[src/rtl/pal_line_scheduler_pkg.sv]
// Shared types and defaults for the PAL line scheduler.
// Holds the phase encoding, line-count width and parameter defaults.
package pal_line_scheduler_pkg;

  typedef enum logic [2:0] {
    PH_WAIT    = 3'd0,
    PH_VSYNC   = 3'd1,
    PH_TOP_PAD = 3'd2,
    PH_ACTIVE  = 3'd3,
    PH_BOT_PAD = 3'd4,
    PH_TAIL    = 3'd5
  } phase_e;

  localparam int LC_W = 9;

  localparam int LINE_CLKS_DEF = 912;
  localparam int HS_CLKS_DEF   = 67;
  localparam int TOP_PAD_DEF   = 25;
  localparam int BOT_PAD_DEF   = 25;
  localparam int BOT_START_DEF = 216;

endpackage

[src/rtl/sync_edge.sv]
// Two-flop synchronizer plus edge detector for a raw async level.
// Ports: clk, rst (async, active high), din raw; fall/rise one-clk pulses.
module sync_edge (
  input  logic clk,
  input  logic rst,
  input  logic din,
  output logic fall,
  output logic rise
);

  logic s1;
  logic s2;
  logic prev;

  always_ff @(posedge clk or posedge rst) begin
    if (rst) begin
      s1   <= 1'b1;
      s2   <= 1'b1;
      prev <= 1'b1;
      fall <= 1'b0;
      rise <= 1'b0;
    end else begin
      s1   <= din;
      s2   <= s1;
      prev <= s2;
      fall <= prev & ~s2;
      rise <= ~prev & s2;
    end
  end

endmodule

[src/rtl/pal_line_scheduler.sv]
// Dragon PAL line-padding sequencer: holds the VDG and makes synthetic HS.
// Ports: CLK/RST, raw HSn/FSn in; HoldVdg, SynthHSn, Line24, LineCount, FieldStart, Phase out.
module pal_line_scheduler
  import pal_line_scheduler_pkg::*;
#(
  parameter int LINE_CLKS = LINE_CLKS_DEF,
  parameter int HS_CLKS   = HS_CLKS_DEF,
  parameter int TOP_PAD   = TOP_PAD_DEF,
  parameter int BOT_PAD   = BOT_PAD_DEF,
  parameter int BOT_START = BOT_START_DEF
) (
  input  logic            CLK,
  input  logic            RST,
  input  logic            HSn,
  input  logic            FSn,
  output logic            HoldVdg,
  output logic            SynthHSn,
  output logic            Line24,
  output logic [LC_W-1:0] LineCount,
  output logic            FieldStart,
  output logic [2:0]      Phase
);

  localparam int TW = $clog2(LINE_CLKS);
  localparam logic [TW-1:0] T_LAST = TW'(LINE_CLKS - 1);
  localparam logic [TW-1:0] HS_N = TW'(HS_CLKS);
  localparam logic [LC_W-1:0] TOP_N = LC_W'(TOP_PAD);
  localparam logic [LC_W-1:0] BOT_N = LC_W'(BOT_PAD);
  localparam logic [LC_W-1:0] START_N = LC_W'(BOT_START);
  localparam logic [LC_W-1:0] LC_MAX = '1;

  logic hs_tick;
  logic hs_rise;
  logic fs_fall;
  logic fs_rise;

  sync_edge u_hs (
    .clk  (CLK),
    .rst  (RST),
    .din  (HSn),
    .fall (hs_tick),
    .rise (hs_rise)
  );

  sync_edge u_fs (
    .clk  (CLK),
    .rst  (RST),
    .din  (FSn),
    .fall (fs_fall),
    .rise (fs_rise)
  );

  phase_e          state;
  phase_e          state_n;
  logic [TW-1:0]   timer;
  logic [TW-1:0]   timer_n;
  logic [TW-1:0]   timer_inc;
  logic [LC_W-1:0] cnt_n;
  logic [LC_W-1:0] cnt_inc;
  logic [LC_W-1:0] pad_len;
  logic            wrap;
  logic            hold_n;
  logic            synth_n;

  always_comb begin
    state_n   = state;
    cnt_n     = LineCount;
    timer_n   = timer;
    hold_n    = HoldVdg;
    wrap      = (timer == T_LAST);
    timer_inc = wrap ? '0 : timer + 1'b1;
    cnt_inc   = (LineCount == LC_MAX) ? LineCount : LineCount + 1'b1;
    pad_len   = (state == PH_TOP_PAD) ? TOP_N : BOT_N;
    if (fs_fall) begin
      // field sync beats everything, including a same-cycle HS tick
      state_n = PH_VSYNC;
      cnt_n   = '0;
      hold_n  = 1'b0;
    end else begin
      unique case (state)
        PH_WAIT: state_n = PH_WAIT;
        PH_VSYNC: begin
          if (fs_rise) begin
            cnt_n   = '0;
            timer_n = '0;
            if (TOP_N == '0) begin
              state_n = PH_ACTIVE;
            end else begin
              state_n = PH_TOP_PAD;
              hold_n  = 1'b1;
            end
          end else if (hs_tick) begin
            cnt_n = cnt_inc;
          end
        end
        PH_TOP_PAD, PH_BOT_PAD: begin
          timer_n = timer_inc;
          if (wrap) begin
            if (cnt_inc == pad_len) begin
              state_n = (state == PH_TOP_PAD) ? PH_ACTIVE : PH_TAIL;
              cnt_n   = '0;
              timer_n = '0;
              hold_n  = 1'b0;
            end else begin
              cnt_n = cnt_inc;
            end
          end
        end
        PH_ACTIVE: begin
          if (LineCount == START_N) begin
            cnt_n   = '0;
            timer_n = '0;
            if (BOT_N == '0) begin
              state_n = PH_TAIL;
            end else begin
              state_n = PH_BOT_PAD;
              hold_n  = 1'b1;
            end
          end else if (hs_tick) begin
            cnt_n = cnt_inc;
          end
        end
        PH_TAIL: if (hs_tick) cnt_n = cnt_inc;
        default: state_n = PH_WAIT;
      endcase
    end
    // look at the next timer so the first low cycle lines up with hold rising
    synth_n = ~(hold_n & (timer_n < HS_N));
  end

  always_ff @(posedge CLK or posedge RST) begin
    if (RST) begin
      state      <= PH_WAIT;
      LineCount  <= '0;
      timer      <= '0;
      HoldVdg    <= 1'b0;
      SynthHSn   <= 1'b1;
      Line24     <= 1'b1;
      FieldStart <= 1'b0;
    end else begin
      state      <= state_n;
      LineCount  <= cnt_n;
      timer      <= timer_n;
      HoldVdg    <= hold_n;
      SynthHSn   <= synth_n;
      Line24     <= ~((state == PH_VSYNC) && (LineCount[4:3] == 2'b11));
      FieldStart <= fs_fall;
    end
  end

  assign Phase = state;

endmodule

[config.mk]
export PLATFORM = sky130hd
export DESIGN_NAME = pal_line_scheduler
export DESIGN_NICKNAME = d
export VERILOG_FILES = /design/src/rtl/pal_line_scheduler_pkg.sv /design/src/rtl/sync_edge.sv /design/src/rtl/pal_line_scheduler.sv
export SDC_FILE = /design/constraint.sdc
export NUM_CORES = 1
export LEC_CHECK = 0
export CAP_MARGIN = 20
export CORE_MARGIN = 2
export CORE_UTILIZATION = 45
export CTS_BUF_LIST = sky130_fd_sc_hd__clkbuf_8 sky130_fd_sc_hd__clkbuf_16
export CTS_CLUSTER_DIAMETER = 40
export CTS_CLUSTER_SIZE = 24
export DETAILED_ROUTE_END_ITERATION = 10
export PLACE_DENSITY = 0.69
export SLEW_MARGIN = 20
export SYNTH_ARGS = -nofsm -noshare
export SYNTH_HDL_FRONTEND = slang
export SYNTH_SLANG_ARGS = --single-unit
[constraint.sdc]
create_clock -name CLK -period 4.4 [get_ports CLK]
set_clock_uncertainty 0.15 [all_clocks]
set_input_delay 1.1 -clock CLK [delete_from_list [all_inputs] [get_ports CLK]]
set_output_delay 1.1 -clock CLK [all_outputs]
set_load 0.02 [all_outputs]
==> impl_metrics.py, run 1 <==
metrics = {
    "detailed_routing": {
        "dr.first_iter.drc_count": 292,
        "drt_pre_antenna_iters": 6,
        "wl_per_cell_um": 16.72,
        "wirelength_um": 5165,
        "route.detailed.drc": 0,
        "viasPerCell": 6.262,
        "antenna_left": 0,
        "vias": 1935,
    },
    "logic_synthesis": {
        "netlist-cell-type-count": 62,
        "synth_ff_type": "dfrtp_1",
        "muxShareOfSynthArea_pct": 0,
        "syn_area_per_cell_um2": 9.115,
        "seq_area_frac_synth_pct": 41.36,
        "synth-adder-area-share_pct": 1.752,
        "synth.net_count": 242,
        "yosys_warnings": 0,
        "syn_inst": 235,
        "synthSimpleGateAreaFrac_pct": 23.48,
        "synth-seq-cells": 35,
        "synth-compound-area-share_pct": 26.81,
        "synth_xor_area_share_pct": 2.044,
        "async_reset_ff_share_pct": 100.0,
        "netlist_area_mm2": 0.002142,
        "synth_top_family_by_area": "compound AO/OA/AOI/OAI gates",
        "synth_edf_count": 0,
    },
    "layout": {
        "synthToLayoutAreaGrowth_pct": 15.42,
        "antenna_cells_inserted": 0,
        "nets": 261,
        "drive_gt1_share_pct": 11.37,
        "finalInstanceArea_mm2": 0.002472,
    },
    "timing": {
        "final_hold_viol_count": 0,
        "tightest_slew_ns": 0.6740,
        "relSlewSlack_pct": 54.77,
        "whs_ns": 0.2083,
        "fmax_mhz": 344.3,
        "min_period_over_period_pct": 66.01,
        "setup_violations": 0,
        "final-max-slew-violation-count": 0,
        "worst_slack_ns": 1.496,
        "rsz0062_at_grt": "no",
        "fin_tns_setup_ns": 0,
        "finalCriticalPeriod_ns": 2.904,
    },
    "global_route": {
        "grt_max_degree": 36,
        "grt_pass1_wl_um": 8838,
        "track_usage_pct": 21.46,
        "grt_pass1_vias": 1873,
        "antenna_found_initial": 0,
        "overflow": 0,
    },
    "critical_path": {
        "r2r_slack_ns": 1.50,
        "cp_num_cells": 7,
        "critical_path.slowest_cell": "nor3_1",
        "start_kind": "register",
        "startpoint": "LineCount[0]",
        "r2r-start": "LineCount[0]",
        "r2r_cells": 7,
        "crit_fanout": 8,
        "end_kind": "register",
        "path_buf_inv": 0,
        "crit_type": "register to register",
        "critPathTopFamily": "compound AO/OA/AOI/OAI gates",
        "path_cells": "ha_1 > nand3_1 > nor3_1 > o21ai_0 > a41oi_2 > o21ai_2 > o311ai_2",
        "cp_data_arrival_time_ns": 2.94,
        "required_ns": 4.44,
        "cpPeakStageDelay_ns": 0.51,
    },
    "min_path": {
        "worstHoldPathCells": 0,
        "hold_path.class": "register to register",
        "worstHoldStart": "u_hs.s1",
    },
    "placed_design": {
        "port_buffers": 19,
        "dp_hpwl_um": 3799,
        "dp_slack_ns": 1.609,
        "place_area_mm2": 0.002355,
        "place_congestion": 0.9984,
    },
    "clock_tree": {
        "cts_buffers": 5,
        "insertion_delay_ns": 0.28,
        "h-tree-depth": 2,
        "clkTransAtPathRegs_ns": 0.07,
        "post-cts-setup-buffers": 0,
        "cts_tree": "built",
        "cts_hold_buf": 0,
        "clock-sinks": 35,
        "clockBufferDepth": 2,
        "root_buffer": "clkbuf_8",
        "post_cts_resized": 0,
    },
    "die": {
        "core.rowCount": 25,
        "fp.dieH_um": 73.00,
        "initial_core_util_pct": 45.96,
        "dieWidth_um": 73.00,
        "core_area_mm2": 0.004661,
        "ios": 20,
        "die_area_mm2": 0.005328,
    },
    "run_status": {
        "status": "completed",
    },
    "power_and_ir_drop": {
        "peakVddDrop_mv": 0.2248,
        "pwr_density_cell_mw_per_mm2": 398.1,
        "p_leak_nw": 0.9608,
    },
    "flow_run": {
        "cap_violations": 0,
    },
}
==> routing by layer <==
layer	vias to the layer above	share of wire, %	global-route usage [%]
li1	939	-	-
met1	898	44	27.53
met2	81	50	34.53
met3	17	4.6	4.558
met4	0	1.8	10.08
met5	-	0	0
==> worst paths after layout <==
path | endpoint
setup reg to reg | LineCount[1]
setup / recovery | LineCount[1]
hold / removal | u_hs.s2
hold reg to reg | u_hs.s2
max in group asynchronous | SynthHSn
min in group asynchronous | timer[0]
==> placed cells by master (no fill, tap or decap), drive strengths merged, types with 6 or more instances in the layout <==
cell type,synthesis,layout
nand4,6,6
dfrtp,27,27
dfstp,8,8
clkdlybuf4s50,0,19
a21oi,9,9
nor3,10,10
inv,12,12
nand3,10,10
a31oi,9,9
nand2,16,16
nor2,19,19
clkbuf,2,6
o21ai,15,15
nor2b,8,8
==> cell type report <==
cell class                      count  area (µm²)
Fill cell                         428        2188
Multi-Input combinational cell    180        1159
Sequential cell                    35       885.9
Timing Repair Buffer               20       197.7
Clock buffer                        6       82.58
Tap cell                           54       67.56
Inverter                           12       45.04
Clock inverter                      2       35.03
==> sequential cells by signal, summed over array words and instances, names as in the netlist <==
name        flops
u_hs.prev       1
SynthHSn        1
u_fs.s2         1
u_hs.fall       1
LineCount       9
timer          10
Line24          1
u_hs.s2         1
u_fs.s1         1
u_fs.prev       1
u_fs.rise       1
Phase           3
u_fs.fall       1
FieldStart      1
u_hs.s1         1
HoldVdg         1
==> cells in the mapped netlist (all sizes together), types with 4 or more instances <==
cell      n  area share [%]
dfrtp    27              32
nor2     19             3.4
nand2    16             2.8
o21ai    15             3.7
inv      12             2.1
nand3    10             2.3
nor3     10             2.3
a21oi     9             2.1
a31oi     9             2.6
dfstp     8             9.8
nor2b     8             2.3
buf       6             2.1
nand4     6             1.8
o2111ai   5             2.0
o211ai    5             1.8
o21a      5             1.8
and3      4             1.2
o221ai    4             1.6
or3       4             1.2
==> power by group <==
part / internal (mW) / leakage (nW) / switching, mW
registers: 0.355 / 0.446 / 0.0513
logic: 0.117 / 0.454 / 0.165
clock network: 0.183 / 0.0612 / 0.113
total: 0.655 / 0.961 / 0.329
==> cell families after synthesis <==
group	Yosys count
and+or+nand+nor	94
buffers and inverters	20
AOI/OAI and AO/OA	78
xor gates and xnor gates	5
adders and majority gates	3
DFF	35
==> stage by stage <==
step	cells	util, %	power (mW)
after global placement	301	50.52	0.6872
after global routing	309	53.05	1.039
after detailed placement	301	50.52	0.6892
after floorplan	235	-	0.6056
after CTS	309	53.05	0.9884
final	309	53.05	0.9843
Power figures use the tool's default switching activity.
==> run 2, diff against run 1 <==
--- a/config.mk
+++ b/config.mk
@@ -12,7 +12,7 @@
 export CTS_CLUSTER_DIAMETER = 40
 export CTS_CLUSTER_SIZE = 24
 export DETAILED_ROUTE_END_ITERATION = 10
-export PLACE_DENSITY = 0.69
+export PLACE_DENSITY = 0.72
 export SLEW_MARGIN = 20
 export SYNTH_ARGS = -nofsm -noshare
 export SYNTH_HDL_FRONTEND = slang
==> constraint.sdc (replaced) <==
create_clock -name CLK -period 2.3 [get_ports CLK]
set_clock_uncertainty 0.15 [all_clocks]
set_input_delay 0.575 -clock CLK [delete_from_list [all_inputs] [get_ports CLK]]
set_output_delay 0.575 -clock CLK [all_outputs]
set_load 0.02 [all_outputs]
==> run 2 against run 1 <==
  * The flow now finishes with violations (setup timing)
  * Via count rose by 21%
  * First-iteration DRC count down 38%
  * Non-clock buffer count is 61 higher
  * Sequential power grew 84%
  * Final cell count grew 20%
  * Worst hold slack lost 0.0012 ns
  * Maximum frequency grew 23%
==> impl_metrics.py, run 2 (synthesis results as in run 1) <==
metrics = {
    "run_status": {
        "status": "finished with violations",
        "violations": "setup timing",
    },
    "global_route": {
        "use_met1_pct": 32.69,
        "track_usage_pct": 25.12,
        "grt_max_degree": 36,
        "antenna_found_initial": 0,
        "grt_busiest_layer": "met2",
        "grt_pass1_vias": 2216,
        "use_met3_pct": 4.282,
        "overflow": 0,
        "grt_use_met2_pct": 41.44,
        "grt_pass1_wl_um": 10330,
    },
    "die": {
        "core.rowCount": 25,
        "initial_core_util_pct": 45.96,
        "die_area_mm2": 0.005328,
        "ios": 20,
        "core_area_mm2": 0.004661,
        "fp.dieH_um": 73.00,
        "dieWidth_um": 73.00,
    },
    "power_and_ir_drop": {
        "p_leak_nw": 1.293,
        "p_total_mw": 2.160,
        "pwr_density_cell_mw_per_mm2": 673.3,
        "peakVddDrop_mv": 0.5540,
    },
    "clock_tree": {
        "clkTransAtPathRegs_ns": 0.07,
        "cts_buffers": 5,
        "cts_tree": "built",
        "root_buffer": "clkbuf_8",
        "clock-sinks": 35,
        "cts_hold_buf": 0,
        "h-tree-depth": 2,
        "clockBufferDepth": 2,
        "insertion_delay_ns": 0.30,
    },
    "layout": {
        "final_common_cell": "buf_4",
        "drive_gt1_share_pct": 42.41,
        "top_register": "timer",
        "antenna_cells_inserted": 0,
        "finalInstanceArea_mm2": 0.003208,
        "fill_cells": 351,
        "synthToLayoutAreaGrowth_pct": 49.77,
        "layout_common_cells": "57 x buf_4, 20 x dfrtp_1, 19 x clkdlybuf4s50_1",
        "largest_register_ffs": 10,
        "area.sequential_um2": 894.6,
        "nets": 322,
        "multi_input_area_mm2": 0.001438,
    },
    "detailed_routing": {
        "wirelength_um": 6681,
        "vias": 2336,
        "drt_pre_antenna_iters": 5,
        "dr.first_iter.drc_count": 182,
        "viasPerCell": 6.314,
        "wl_per_cell_um": 18.06,
        "route.detailed.drc": 0,
        "antenna_left": 0,
    },
    "timing": {
        "rsz0062_at_grt": "yes",
        "fin_tns_setup_ns": -0.2523,
        "relSlewSlack_pct": 64.56,
        "min_period_over_period_pct": 103.0,
        "setup_violations": 6,
        "tightest_slew_ns": 0.5275,
        "final-max-slew-violation-count": 0,
        "fmax_mhz": 422.3,
        "final_hold_viol_count": 0,
        "worst_slack_ns": -0.06823,
        "finalCriticalPeriod_ns": 2.368,
    },
    "critical_path": {
        "crit_fanout": 5,
        "r2r_slack_ns": -0.07,
        "end_kind": "register",
        "required_ns": 2.38,
        "cp_data_arrival_time_ns": 2.45,
        "start_kind": "register",
        "crit_type": "register to register",
    },
    "flow_run": {
        "cap_violations": 0,
    },
    "placed_design": {
        "dp_slack_ns": -0.08236,
        "place_area_mm2": 0.002774,
        "place_congestion": 0.9314,
        "dp_hpwl_um": 4489,
        "port_buffers": 19,
    },
    "min_path": {
        "hold_path.class": "register to register",
    },
}
[run 2: cell count changes in the layout (fill, tap and decap cells not counted), moves of 3 or more]
| cell | change |
|---|---|
| o2111ai_1 | -4 |
| o221ai_1 | -3 |
| dfrtp_2 | +7 |
| nand3_1 | -3 |
| dfrtp_1 | -7 |
| o21ai_0 | -3 |
| buf_6 | +5 |
| buf_4 | +56 |
| o2111ai_2 | +4 |
| o221ai_2 | +3 |
| a31oi_1 | -3 |
[run 2: power by group]
group / leakage, nW / switching, mW / internal [mW]
logic: 0.819 / 0.487 / 0.470
registers: 0.434 / 0.0667 / 0.682
clock network: 0.0402 / 0.244 / 0.211
total: 1.29 / 0.798 / 1.36
[run 2: repair_timing]
action / in CTS / in global routing
gates resized for setup: 15 / 38
buffers inserted: 1 / 10
setup endpoints to repair: 8 / 13
gates cloned: 0 / 0
pin swaps: 9 / 16
[run 2: cell type report]
type,count,share of cell area (%)
timing repair buffer,81,21.02
tap,54,2.106
clock inverter,3,0.6240
sequential,35,27.89
inverter,12,1.404
multi-input combinational,180,44.81
clock buffer,5,2.145
[run 2: per-layer routing]
metal,wire length (µm),up-vias
met5,0,-
met4,229,0
met3,353,31
met2,3350,102
met1,2747,1139
li1,-,1064
[run 2: worst paths after layout]
path | startpoint | to | depth (start not counted)
max reg2reg | LineCount[0] | SynthHSn | 8
max in group asynchronous | RST | SynthHSn | 3
min reg2reg | u_fs.s1 | u_fs.s2 | 0
max | LineCount[0] | SynthHSn | 8
min in group asynchronous | RST | LineCount[7] | 3
min | u_fs.s1 | u_fs.s2 | 0
[run 2: per-stage QoR]
stage / hold WS [ns] / util [%] / instances
after floorplan: 0.1952 / - / 235
after global placement: 0.1959 / 59.52 / 351
final: 0.2070 / 68.83 / 370
after detailed placement: 0.1976 / 59.52 / 351
after CTS: 0.2083 / 63.01 / 360
after global routing: 0.2156 / 68.83 / 370
[run 2: worst max-delay path: stages (launching register included)]
cell and delay [ns]:
dfrtp_2 0.43, buf_6 0.14, nand3_2 0.09, or2_1 0.29, buf_4 0.16, o21ai_4 0.19, nand4_1 0.25, o41a_2 0.48
nand4b_1 0.11
